File: config.mk
export PLATFORM = sky130hd
export DESIGN_NAME = window_shift_controller
export DESIGN_NICKNAME = d
export VERILOG_FILES = /design/src/rtl/window_shift_controller.sv
export SDC_FILE = /design/constraint.sdc
export NUM_CORES = 1
export LEC_CHECK = 0
export BUFFER_PORTS_ARGS = -buffer_cell sky130_fd_sc_hd__buf_4
export CORE_ASPECT_RATIO = 1.25
export CORE_UTILIZATION = 52
export CTS_CLUSTER_SIZE = 40
export DETAILED_ROUTE_END_ITERATION = 16
export GPL_TIMING_DRIVEN = 0
export PLACE_DENSITY = 0.72
export SLEW_MARGIN = 40
export SYNTH_ARGS = -nofsm -noshare
export SYNTH_HDL_FRONTEND = slang
export SYNTH_SLANG_ARGS = --single-unit
File: constraint.sdc
create_clock -name clock -period 2.9 [get_ports clock]
set_clock_uncertainty 0.2 [all_clocks]
set_input_delay 0.435 -clock clock [delete_from_list [all_inputs] [get_ports clock]]
set_output_delay 0.435 -clock clock [all_outputs]
set_load 0.05 [all_outputs]
File: src/rtl/window_shift_controller.sv
// rtl/window_shift_controller.sv - KxK window sequencer: raster position tracking, shift enable, window-valid flagging
module window_shift_controller #(
    parameter int IMG_WIDTH  = 640,
    parameter int IMG_HEIGHT = 480,
    parameter int KERNEL     = 3,
    parameter int CW         = 10,
    parameter int RW         = 9
) (
    input  logic          clock,
    input  logic          reset,
    input  logic          in_valid,
    input  logic          in_sof,
    output logic          in_ready,
    input  logic          out_ready,
    output logic          shift_en,
    output logic          win_valid,
    output logic [CW-1:0] win_col,
    output logic [RW-1:0] win_row,
    output logic          frame_done,
    output logic          sof_error,
    output logic          busy
);

    localparam logic [CW-1:0] COL_LAST = CW'(IMG_WIDTH - 1);
    localparam logic [RW-1:0] ROW_LAST = RW'(IMG_HEIGHT - 1);
    localparam logic [CW-1:0] COL_MIN  = CW'(KERNEL - 1);
    localparam logic [RW-1:0] ROW_MIN  = RW'(KERNEL - 1);
    localparam logic [CW-1:0] COL_OFS  = CW'((KERNEL - 1) / 2);
    localparam logic [RW-1:0] ROW_OFS  = RW'((KERNEL - 1) / 2);

    typedef enum logic [1:0] {IDLE, RUN, DONE} state_t;

    state_t        state;
    logic [CW-1:0] col;
    logic [RW-1:0] row;
    logic          accept;
    logic          win_hit;

    always_comb begin
        in_ready = 1'b0;
        case (state)
            IDLE:    in_ready = 1'b1;
            RUN:     in_ready = out_ready | ~win_valid;
            default: in_ready = 1'b0;
        endcase
    end

    assign accept   = in_valid & in_ready;
    // IDLE accepts without in_sof are discarded and must not disturb the window chain
    assign shift_en = accept & ((state != IDLE) | in_sof);
    assign busy     = (state == RUN);
    assign win_hit  = (col >= COL_MIN) & (row >= ROW_MIN);

    always_ff @(posedge clock) begin
        if (reset) begin
            state      <= IDLE;
            col        <= '0;
            row        <= '0;
            win_valid  <= 1'b0;
            win_col    <= '0;
            win_row    <= '0;
            frame_done <= 1'b0;
            sof_error  <= 1'b0;
        end else begin
            frame_done <= 1'b0;
            sof_error  <= 1'b0;

            case (state)
                IDLE: begin
                    if (shift_en) begin
                        state <= RUN;
                        col   <= CW'(1);
                        row   <= '0;
                    end
                end
                RUN: begin
                    if (accept) begin
                        if (in_sof) begin
                            col       <= CW'(1);
                            row       <= '0;
                            sof_error <= 1'b1;
                        end else if (col == COL_LAST) begin
                            col <= '0;
                            if (row == ROW_LAST) begin
                                row        <= '0;
                                state      <= DONE;
                                frame_done <= 1'b1;
                            end else begin
                                row <= row + RW'(1);
                            end
                        end else begin
                            col <= col + CW'(1);
                        end
                    end
                end
                DONE:    state <= IDLE;
                default: state <= IDLE;
            endcase

            // A frame-start pixel is (0,0) and never completes a window, so any pending one is dropped
            if (shift_en) begin
                if ((state == RUN) && !in_sof && win_hit) begin
                    win_valid <= 1'b1;
                    win_col   <= col - COL_OFS;
                    win_row   <= row - ROW_OFS;
                end else begin
                    win_valid <= 1'b0;
                end
            end else if (out_ready) begin
                win_valid <= 1'b0;
            end
        end
    end

endmodule
==> impl_metrics.toml <==
[power_and_ir_drop]
p_leak_nw = 1.07
cellPowerDensity_nw_per_um2 = 459
ir_drop_mv = 0.253
p_total_w = 0.00126

[grt]
grt_max_degree = 15
grt_first_pass_wirelength_um = 9150
grtUsageTotal = 0.257
grt_overflow = 0
grt_pass1_vias = 1926
antenna_found_initial = 0

[logic_synthesis]
async_flop_share = 0
synth_top_area_share = 0.371
synth-edff-count = 0
synthCells = 264
synth_warnings = 0
netlist_area_sq_um = 2320
synth_ff_type = "dfxtp_1"
synth_nets = 275
synthXorXnorAreaFrac = 0.0755
synth_mux_area_frac = 0.0129
yosysUniqueCellTypes = 49
synth_compound_area_frac = 0.196
synth_top_family_by_area = "simple AND/OR/NAND/NOR gates"
avgSynthCellArea_sq_um = 8.79
synthAdderAreaFrac = 0.0324
yosys.area_share.simple = 0.243
ys_seq_elements = 43
synth.area.top_cells = "dfxtp_1 37%, a211oi_2 8.1%, nor2_1 5.8%, xnor2_1 4.2%, xor2_1 3.4%"
synth_top_area_cell = "dfxtp_1"
synth-seq-area-share = 0.371

[setup_path]
critPathSlowestCell = "dfxtp_1"
cp-start-kind = "flop"
criticalPathCategory = "reg2out"
max_stage_delay_ns = 0.42
rr_worst_depth = 10
crit_path_cell_trace = "o21ai_0, a211o_1, inv_1, buf_2, buf_4"
cp.required_ns = 2.27
crit_fanout = 10
arrival_ns = 1.97
endpoint_kind = "primary output"

[clock_network]
h-tree-depth = 2
cts-hold-fix-buffers = 0
cts_root_buf = "clkbuf_8"
clock_latency_ns = 0.29
cts_setup_buffers = 0
cts_resized = 0
cts.path.max_buffers = 2
tritoncts = "done"
clk_pin_slew_worst_paths_ns = 0.08
cts_buffers = 5
cts.sinks = 43

[placement]
hpwl_um = 3870
io_buffer_count = 29
dp_slack_ns = 0.517
gp_congestion = 0.880

[timing]
hold_viol = 0
setup_viol = 0
rsz0062_at_grt = "no"
finalSetupTns_ns = 0
finalWorstSetupSlack_ns = 0.291
slew_headroom = 0.537
whs_ns = 0.223
clock.fmax_ghz = 0.383
maxSlewViolCount = 0
period_needed_ns = 2.61
min_period_over_period = 0.900
tightest_slew_ns = 0.694

[finish]
syn2layout_area_growth_pct = 18.3
final_layout_size_suffix_gt1_frac = 0.219
final_cell_mix = "43 x dfxtp_1, 36 x nor2_1, 30 x buf_4, 19 x nand2_1, 15 x a211oi_2"
multi_input_area_sq_um = 1300
finalNetCount = 311
layout_commonest_cell = "dfxtp_1"
antenna_cells = 0
seqCellArea_sq_um = 861
nFillCells = 387

[floorplanning]
start_util = 0.553
io_pins = 30
die_h_um = 76.7
num_rows = 26
die_area_sq_um = 4730
fp.dieW_um = 61.7
coreArea_sq_um = 4200

[flow_run]
maxCapViolations = 0

[route]
drc = 0
via_per_inst = 5.73
ant_nets = 0
finalWirelength_um = 5500
vias = 2045
drt-initial-drc-count = 107
wire_per_inst_um = 15.4
firstDrtPassIters = 4

[min_path]
hp-class = "in2reg"
hold_path_depth = 3

[run_status]
status = "completed"
==> registers in the layout, summed over array words and instances (netlist names) <==
name,flops
frame_done,1
state,2
win_col,10
col,10
row,9
win_valid,1
sof_error,1
win_row,9
==> synthesized netlist by cell type, types with 2 or more instances <==
cell type  count
nand4b_1       3
a211oi_2      15
inv_1          9
clkbuf_1      10
nor2b_1        3
and3_1         5
buf_6          3
nor4_1         3
nand2b_1       3
o21ai_0       11
o211ai_1       2
buf_2          4
nor3_1         7
a211oi_1       2
ha_1           6
mux2i_1        3
nand2_1       19
nand4_1        9
xor2_1         9
a31oi_1        5
or4_1          2
nor2_1        36
xnor2_1       11
a311oi_1       3
dfxtp_1       43
a21oi_1        7
nor3b_1        2
o21ai_1        2
nand3_1        7
==> worst paths after layout <==
check                                 from    endpoint  slack (ns)
worst max-delay path              state[0]    shift_en        0.29
worst min register to register  win_row[0]  win_row[0]        0.30
worst min-delay path                in_sof   sof_error        0.22
worst max register to register      col[0]  win_row[6]        0.52
==> worst max-delay path: cells and delay by family (launching register included) <==
kind                   cells  cell delay (ns)
DFF                        1             0.42
buffers and inverters      3             0.77
AOI/OAI and AO/OA          2             0.49
==> report_power, final <==
group / internal [W] / leakage [nW] / total, W / switching, W
registers: 0.000594 / 0.347 / 0.000597 / 0.00000337
clock network: 0.000343 / 0.0644 / 0.000556 / 0.000213
logic: 0.0000339 / 0.661 / 0.000106 / 0.0000724
==> per-stage QoR <==
stage               instances  utilization  cell area, sq um
finish                    357        0.654              2740
global route              357        0.654              2740
CTS                       357        0.654              2740
detailed placement        349        0.621              2610
global placement          349        0.621              2610
floorplan                 264            -              2320
==> cell families after synthesis <==
kind of cell | after synthesis
compound gates | 55
buf+inv | 31
fa+ha+maj | 6
mux | 3
simple gates | 106
flops | 43
xor+xnor | 20
==> layer usage <==
| layer | GRT usage | part of all wire | up-vias |
|---|---|---|---|
| met1 | 0.354 | 0.45 | 987 |
| li1 | - | - | 1008 |
| met4 | 0.104 | 0.011 | 0 |
| met3 | 0.0422 | 0.034 | 6 |
| met5 | 0 | 0 | - |
| met2 | 0.390 | 0.50 | 44 |
==> final cells by class <==
class	instances	share of cell area
Clock buffer	5	0.0251
Buffer	21	0.0447
Tap cell	56	0.0255
Multi-Input combinational cell	190	0.473
Timing Repair Buffer	29	0.0793
Sequential cell	43	0.314
Clock inverter	3	0.0246
Inverter	10	0.0137
Note: power is estimated with default switching activity, not from simulation.
